### src/rtl/rootpower_loader.sv
// -----------------------------------------------------------------------------
// rootpower_loader
//   Writer side of the root-power RAM write path. Packs E/2 consecutive
//   (W, WQ) stream beats into one RAM row and drives the banked per-stage
//   write ports. Rows are written in stage-major, row-minor order. After the
//   last row the block waits out the interconnect write latency, then pulses
//   done.
//
// Ports
//   clk, rstn            clock, asynchronous active-low reset
//   start, target        one-cycle load request and the RAM set to load
//   s_valid/s_ready      stream handshake; s_data = {WQ, W}, s_last = final beat
//   target_sel           registered target, stable while busy
//   ntt_input_W_*        per-stage row address / row data / lane enables (W)
//   ntt_input_WQ_*       same, for WQ (address and enables match W)
//   busy, done, err      load in progress, end-of-load pulse, sticky s_last error
//
// State table
//   IDLE  | waiting for start, s_ready low
//   FILL  | accepting beats into the lane buffer
//   WRITE | one-cycle row write on the current stage's slice
//   DRAIN | counting down the interconnect write latency
//   DONE  | one-cycle done pulse, busy already low
// -----------------------------------------------------------------------------
module rootpower_loader #(
  parameter int N              = 4096,
  parameter int E              = 8,
  parameter int LOGE           = 3,
  parameter int FSIZE          = 64,
  parameter int ROOT_POWER_NUM = 2,
  parameter int DRAIN_CYCLES   = 2,
  parameter int ADDR_W         = $clog2(N / (E / 2)),
  parameter int TGT_W          = (ROOT_POWER_NUM > 1) ? $clog2(ROOT_POWER_NUM) : 1
) (
  input  logic                           clk,
  input  logic                           rstn,
  input  logic                           start,
  input  logic [TGT_W-1:0]               target,
  input  logic                           s_valid,
  output logic                           s_ready,
  input  logic [2*FSIZE-1:0]             s_data,
  input  logic                           s_last,
  output logic [TGT_W-1:0]               target_sel,
  output logic [LOGE*ADDR_W-1:0]         ntt_input_W_waddr,
  output logic [LOGE*(E/2)*FSIZE-1:0]    ntt_input_W_wdata,
  output logic [LOGE*(E/2)-1:0]          ntt_input_W_wren,
  output logic [LOGE*ADDR_W-1:0]         ntt_input_WQ_waddr,
  output logic [LOGE*(E/2)*FSIZE-1:0]    ntt_input_WQ_wdata,
  output logic [LOGE*(E/2)-1:0]          ntt_input_WQ_wren,
  output logic                           busy,
  output logic                           done,
  output logic                           err
);

  localparam int HALF_E = E / 2;
  localparam int ROWS   = N / HALF_E;
  localparam int LANE_W = (HALF_E > 1) ? $clog2(HALF_E) : 1;
  localparam int STG_W  = (LOGE > 1) ? $clog2(LOGE) : 1;
  localparam int DRN_W  = (DRAIN_CYCLES > 1) ? $clog2(DRAIN_CYCLES) : 1;

  localparam logic [LANE_W-1:0] LANE_LAST = LANE_W'(HALF_E - 1);
  localparam logic [ADDR_W-1:0] ROW_LAST  = ADDR_W'(ROWS - 1);
  localparam logic [STG_W-1:0]  STG_LAST  = STG_W'(LOGE - 1);
  localparam logic [DRN_W-1:0]  DRN_LOAD  = DRN_W'(DRAIN_CYCLES - 1);

  typedef enum logic [2:0] {
    ST_IDLE,
    ST_FILL,
    ST_WRITE,
    ST_DRAIN,
    ST_DONE
  } state_t;

  state_t                      state_q, state_d;
  logic [TGT_W-1:0]            target_q, target_d;
  logic [LANE_W-1:0]           lane_cnt_q, lane_cnt_d;
  logic [ADDR_W-1:0]           row_cnt_q, row_cnt_d;
  logic [STG_W-1:0]            stage_cnt_q, stage_cnt_d;
  logic [DRN_W-1:0]            drain_cnt_q, drain_cnt_d;
  logic [FSIZE-1:0]            lane_w_q  [HALF_E];
  logic [FSIZE-1:0]            lane_w_d  [HALF_E];
  logic [FSIZE-1:0]            lane_wq_q [HALF_E];
  logic [FSIZE-1:0]            lane_wq_d [HALF_E];
  logic                        s_ready_q, s_ready_d;
  logic                        busy_q, busy_d;
  logic                        done_q, done_d;
  logic                        err_q, err_d;
  logic [LOGE*ADDR_W-1:0]      waddr_q, waddr_d;
  logic [LOGE*HALF_E*FSIZE-1:0] wdata_w_q, wdata_w_d;
  logic [LOGE*HALF_E*FSIZE-1:0] wdata_wq_q, wdata_wq_d;
  logic [LOGE*HALF_E-1:0]      wren_q, wren_d;

  logic beat;
  logic last_lane;
  logic last_row;
  logic last_stage;
  logic final_beat;

  always_comb begin
    state_d     = state_q;
    target_d    = target_q;
    lane_cnt_d  = lane_cnt_q;
    row_cnt_d   = row_cnt_q;
    stage_cnt_d = stage_cnt_q;
    drain_cnt_d = drain_cnt_q;
    lane_w_d    = lane_w_q;
    lane_wq_d   = lane_wq_q;
    s_ready_d   = s_ready_q;
    busy_d      = busy_q;
    done_d      = 1'b0;
    err_d       = err_q;
    waddr_d     = waddr_q;
    wdata_w_d   = wdata_w_q;
    wdata_wq_d  = wdata_wq_q;
    wren_d      = '0;

    // s_ready_q is only ever high in FILL, so it doubles as the state qualifier.
    beat       = s_ready_q && s_valid;
    last_lane  = (lane_cnt_q == LANE_LAST);
    last_row   = (row_cnt_q == ROW_LAST);
    last_stage = (stage_cnt_q == STG_LAST);
    final_beat = last_lane && last_row && last_stage;

    unique case (state_q)
      ST_IDLE: begin
        if (start) begin
          target_d    = target;
          lane_cnt_d  = '0;
          row_cnt_d   = '0;
          stage_cnt_d = '0;
          err_d       = 1'b0;
          busy_d      = 1'b1;
          s_ready_d   = 1'b1;
          state_d     = ST_FILL;
        end
      end

      ST_FILL: begin
        if (beat) begin
          lane_w_d[lane_cnt_q]  = s_data[FSIZE-1:0];
          lane_wq_d[lane_cnt_q] = s_data[2*FSIZE-1:FSIZE];
          if (s_last && !final_beat) begin
            // Early s_last aborts the load; the partially filled row is dropped.
            err_d       = 1'b1;
            s_ready_d   = 1'b0;
            lane_cnt_d  = '0;
            drain_cnt_d = DRN_LOAD;
            state_d     = ST_DRAIN;
          end else if (last_lane) begin
            if (final_beat && !s_last) begin
              err_d = 1'b1;
            end
            lane_cnt_d = '0;
            s_ready_d  = 1'b0;
            state_d    = ST_WRITE;
            // Write outputs are registered, so they are loaded here and are
            // visible during the WRITE cycle itself.
            for (int s = 0; s < LOGE; s++) begin
              waddr_d[s*ADDR_W +: ADDR_W] = row_cnt_q;
              wren_d[s*HALF_E +: HALF_E]  = (STG_W'(s) == stage_cnt_q) ?
                                            {HALF_E{1'b1}} : {HALF_E{1'b0}};
              for (int k = 0; k < HALF_E; k++) begin
                wdata_w_d[(s*HALF_E+k)*FSIZE +: FSIZE]  = lane_w_d[k];
                wdata_wq_d[(s*HALF_E+k)*FSIZE +: FSIZE] = lane_wq_d[k];
              end
            end
          end else begin
            lane_cnt_d = lane_cnt_q + LANE_W'(1);
          end
        end
      end

      ST_WRITE: begin
        if (last_row) begin
          row_cnt_d = '0;
          if (last_stage) begin
            drain_cnt_d = DRN_LOAD;
            state_d     = ST_DRAIN;
          end else begin
            stage_cnt_d = stage_cnt_q + STG_W'(1);
            s_ready_d   = 1'b1;
            state_d     = ST_FILL;
          end
        end else begin
          row_cnt_d = row_cnt_q + ADDR_W'(1);
          s_ready_d = 1'b1;
          state_d   = ST_FILL;
        end
      end

      ST_DRAIN: begin
        if (drain_cnt_q == '0) begin
          busy_d  = 1'b0;
          done_d  = 1'b1;
          state_d = ST_DONE;
        end else begin
          drain_cnt_d = drain_cnt_q - DRN_W'(1);
        end
      end

      ST_DONE: begin
        state_d = ST_IDLE;
      end

      default: begin
        state_d = ST_IDLE;
      end
    endcase
  end

  always_ff @(posedge clk or negedge rstn) begin
    if (!rstn) begin
      state_q     <= ST_IDLE;
      target_q    <= '0;
      lane_cnt_q  <= '0;
      row_cnt_q   <= '0;
      stage_cnt_q <= '0;
      drain_cnt_q <= '0;
      for (int k = 0; k < HALF_E; k++) begin
        lane_w_q[k]  <= '0;
        lane_wq_q[k] <= '0;
      end
      s_ready_q   <= 1'b0;
      busy_q      <= 1'b0;
      done_q      <= 1'b0;
      err_q       <= 1'b0;
      waddr_q     <= '0;
      wdata_w_q   <= '0;
      wdata_wq_q  <= '0;
      wren_q      <= '0;
    end else begin
      state_q     <= state_d;
      target_q    <= target_d;
      lane_cnt_q  <= lane_cnt_d;
      row_cnt_q   <= row_cnt_d;
      stage_cnt_q <= stage_cnt_d;
      drain_cnt_q <= drain_cnt_d;
      lane_w_q    <= lane_w_d;
      lane_wq_q   <= lane_wq_d;
      s_ready_q   <= s_ready_d;
      busy_q      <= busy_d;
      done_q      <= done_d;
      err_q       <= err_d;
      waddr_q     <= waddr_d;
      wdata_w_q   <= wdata_w_d;
      wdata_wq_q  <= wdata_wq_d;
      wren_q      <= wren_d;
    end
  end

  assign s_ready            = s_ready_q;
  assign target_sel         = target_q;
  assign busy               = busy_q;
  assign done               = done_q;
  assign err                = err_q;
  assign ntt_input_W_waddr  = waddr_q;
  assign ntt_input_WQ_waddr = waddr_q;
  assign ntt_input_W_wdata  = wdata_w_q;
  assign ntt_input_WQ_wdata = wdata_wq_q;
  assign ntt_input_W_wren   = wren_q;
  assign ntt_input_WQ_wren  = wren_q;

endmodule

### config.mk
export PLATFORM = sky130hd
export DESIGN_NAME = rootpower_loader
export DESIGN_NICKNAME = d
export VERILOG_FILES = /design/src/rtl/rootpower_loader.sv
export SDC_FILE = /design/constraint.sdc
export NUM_CORES = 2
export LEC_CHECK = 0
export ABC_AREA = 1
export CAP_MARGIN = 20
export CORE_AREA = 3 3 675 677
export CTS_BUF_LIST = sky130_fd_sc_hd__clkbuf_16
export DETAILED_ROUTE_END_ITERATION = 8
export DIE_AREA = 0 0 678 680
export PLACE_DENSITY = 0.3
export SLEW_MARGIN = 20
export SYNTH_ARGS = -nofsm -noshare
export SYNTH_HDL_FRONTEND = slang
export SYNTH_SLANG_ARGS = --single-unit
### constraint.sdc
create_clock -name clk -period 2.6 [get_ports clk]
set_input_delay 0.78 -clock clk [delete_from_list [all_inputs] [get_ports clk]]
set_output_delay 0.78 -clock clk [all_outputs]
set_load 0.01 [all_outputs]
==> results.json <==
{
  "synth_async_sr_flop_share": 1.000,
  "ioPinCount": 1759,
  "grt_pass1_wl_um": 417000,
  "grt_pass1_vias": 47075,
  "syn-cell-area_sq_um": 54350,
  "finalMaxSlewViolations": 0,
  "post-dp-hpwl_um": 237800,
  "stdcell_count": 14067,
  "wl_met3_um": 15080,
  "synth_flop_cell": "dfrtp_1",
  "tns_ns": 0,
  "sequentialPowerShare": 0.348,
  "drt_iter0_markers": 2247,
  "cts.sinks": 1060,
  "yosys_warnings": 0,
  "crit_fanout": 4,
  "crit_path_top_delay_cell": "dfrtp_2",
  "syn_avg_cell_area_sq_um": 8.021,
  "wl_met2_um": 171100,
  "critPathRequiredTime_ns": 1.82,
  "vias_per_cell": 3.312,
  "p_leak_nw": 40.13,
  "relSlewSlack": 0.3805,
  "cts_buffers": 155,
  "min_period_ns": 2.516,
  "die_x_um": 678,
  "core_sq_um": 449400,
  "p_comb_frac": 0.343,
  "final_antenna_net_count": 0,
  "maxCapViolations": 0,
  "finClkSkew_ns": 0.05341,
  "fin_nets": 8127,
  "synth_cell_types": 24,
  "place_ws_ns": -0.3879,
  "power_density_nw_per_um2": 832.7,
  "drt_pass1_iterations": 7,
  "routedWlPerCell_um": 22.07,
  "drc": 0,
  "postLayoutCoreUtil": 0.1777,
  "overflow": 0,
  "setup_viol": 0,
  "dieArea_sq_um": 461000,
  "max_stage_delay_ns": 0.47,
  "finalHoldViolCount": 0,
  "synth-seq-cells": 1060,
  "die_h_um": 680,
  "dp.cells": 13423,
  "cts_tree": "built",
  "num_rows": 246,
  "syn_nets": 6919,
  "highest_layer": "met5",
  "clk_pin_slew_worst_paths_ns": 0.06,
  "antenna_found_initial": 57,
  "place.gp.congestion": 0.8440,
  "path_cells": "buf_4 -> dlygate4sd2_1",
  "finalWirelength_um": 310400,
  "internal_power_w": 0.04148,
  "cts.htree.levels": 4,
  "clock_path_buffers": 4,
  "rsz0062_at_grt": "no",
  "max-vdd-ir-drop_uv": 401.0,
  "arrival_ns": 1.74,
  "fin_crit_sh": 0.9679,
  "worst_slack_ns": 0.08356,
  "min_path_type": "in -> async",
  "synth_edf_count": 0,
  "drt-met1-wl_um": 110200,
  "grt_use_total": 0.1298,
  "syn2layout_area_growth_pct": 46.91,
  "reg2reg_from": "row_cnt_q[1]$_DFFE_PN0P_",
  "swShare": 0.3761,
  "clockRootBuffer": "clkbuf_16",
  "worst_pin_slew_ns": 0.9292,
  "drive_gt1_frac": 0.1789,
  "worstSetupStartpointType": "register",
  "num_vias": 46592,
  "ys_seq_area_frac": 0.4881,
  "fillCellCount": 50678,
  "status": "completed",
  "port_buffers": 1758,
  "initial_utilization": 0.1209,
  "path_class": "reg -> out",
  "cp-startpoint": "ntt_input_WQ_wdata[544]$_DFFE_PN0P_",
  "max_freq_ghz": 0.3974,
  "p_sw_w": 0.02501,
  "clock_latency_ns": 0.85,
  "power_w": 0.06648,
  "end_kind": "output port",
  "pwr-share-clk": 0.309,
  "grt_max_degree": 103,
  "syn-instance-count": 6776
}
-- power by group through the flow --
stage	logic (W)	clock network [W]	registers [W]
floorplan	0.0130	0	0.0230
global placement	0.0234	0	0.0239
detailed placement	0.0235	0	0.0240
CTS	0.0234	0.0217	0.0233
global route	0.0255	0.0221	0.0236
finish	0.0228	0.0205	0.0231
-- logic make-up (layout without fill, tap and decap cells) --
group	count (synthesis)	count (layout)	synth area share
adder cells (fa/ha/maj)	9	9	0.002072
XOR/XNOR	5	5	0.0008057
buffers and inverters	1983	3300	0.2267
flip-flops	1060	1060	0.4881
AND/OR/NAND/NOR	2669	2669	0.1856
AO/OA/AOI/OAI	1050	1050	0.09678
other	0	22	0
-- worst max-delay path, delay by kind of cell (launching register included) --
kind                   cells  cell delay [ns]
DFF                        1             0.47
buffers and inverters      2             0.43
-- layer usage --
layer  track usage  vias up
li1              -    22243
met1        0.1325    22598
met2        0.2566     1420
met3       0.02408      325
met4       0.05147        6
met5             0        -
-- sequential cells by signal, summed over array words and instances, names as in the netlist --
name                cells
stage_cnt_q             2
row_cnt_q              10
ntt_input_WQ_wren       3
lane_wq_q             256
state_q                 3
s_ready                 1
ntt_input_W_wdata     256
busy                    1
err                     1
done                    1
lane_w_q              256
lane_cnt_q              2
target_sel              1
ntt_input_WQ_waddr     10
ntt_input_WQ_wdata    256
drain_cnt_q             1
-- cells in the mapped netlist, types with 8 or more instances --
master | count | area (sq um)
buf_4 | 1174 | 8813
dfrtp_1 | 1060 | 26530
buf_6 | 39 | 439.2
nor2_1 | 19 | 71.32
nand4_1 | 8 | 50.05
nand2_1 | 2618 | 9827
clkbuf_1 | 100 | 375.4
buf_2 | 122 | 610.6
ha_1 | 9 | 112.6
o21ai_0 | 675 | 3378
o21ai_1 | 368 | 1842
nand3_1 | 20 | 100.1
inv_1 | 541 | 2031
-- worst paths after layout --
| kind | cells past startpoint | endpoint | slack (ns) |
|---|---|---|---|
| min reg2reg | 2 | stage_cnt_q[1]$_DFFE_PN0P_ | 0.50 |
| min in group clk | 2 | stage_cnt_q[1]$_DFFE_PN0P_ | 0.50 |
| max in group asynchronous | 4 | ntt_input_WQ_wdata[761]$_DFFE_PN0P_ | 1.08 |
| max reg2reg | 15 | ntt_input_WQ_wdata[758]$_DFFE_PN0P_ | 0.17 |
| max | 2 | ntt_input_WQ_wdata[544] | 0.08 |
| min | 2 | lane_wq_q[17]$_DFFE_PN0P_ | 0.47 |
-- area by class of cell --
class                      instances  area (sq um)  share of cell area
antenna                           22         55.05           0.0006895
clock buffer                     159          3979             0.04983
timing repair inverter             1         8.758           0.0001097
multi-input combinational       3733         15630              0.1958
inverter                         546          2083             0.02609
tap                             5952          7447             0.09327
clock inverter                   107         787.0            0.009857
timing repair buffer            2487         22930              0.2872
sequential                      1060         26920              0.3371
-- what timing repair did --
item	CTS	global route
hold endpoints to repair	16	0
pin swaps	3	4
gates resized for setup	2498	48
cloned	4	0
buffers inserted	322	39
hold buffers	1	0
setup endpoints to repair	2056	372
-- stage by stage --
step	cell area [sq um]	hold WS [ns]
floorplan	54350	0.4629
global placement	73050	0.4825
detailed placement	73050	0.4844
CTS	79460	0.3896
global route	79800	0.4291
finish	79850	0.4745
-- placed cells by master, fill, tap and decap left out, types with 5 or more instances in the layout --
master,Yosys,layout
nand2_1,2618,2617
dlygate4sd2_1,0,1359
dfrtp_1,1060,751
o21ai_0,675,675
inv_1,541,575
buf_4,1174,554
o21ai_1,368,368
dfrtp_2,0,306
clkbuf_16,0,159
clkdlybuf4s50_1,0,132
buf_12,0,112
buf_6,39,98
clkdlybuf4s15_1,0,77
buf_2,122,65
clkdlybuf4s15_2,0,60
clkinv_1,0,32
diode_2,0,22
nor2_1,19,18
nand3_1,20,17
buf_8,2,16
clkinv_2,1,14
bufinv_16,0,9
nand4_1,8,8
clkbuf_2,0,8
clkinvlp_4,0,7
ha_4,0,6
inv_6,0,5
Power figures use the tool's default switching activity.
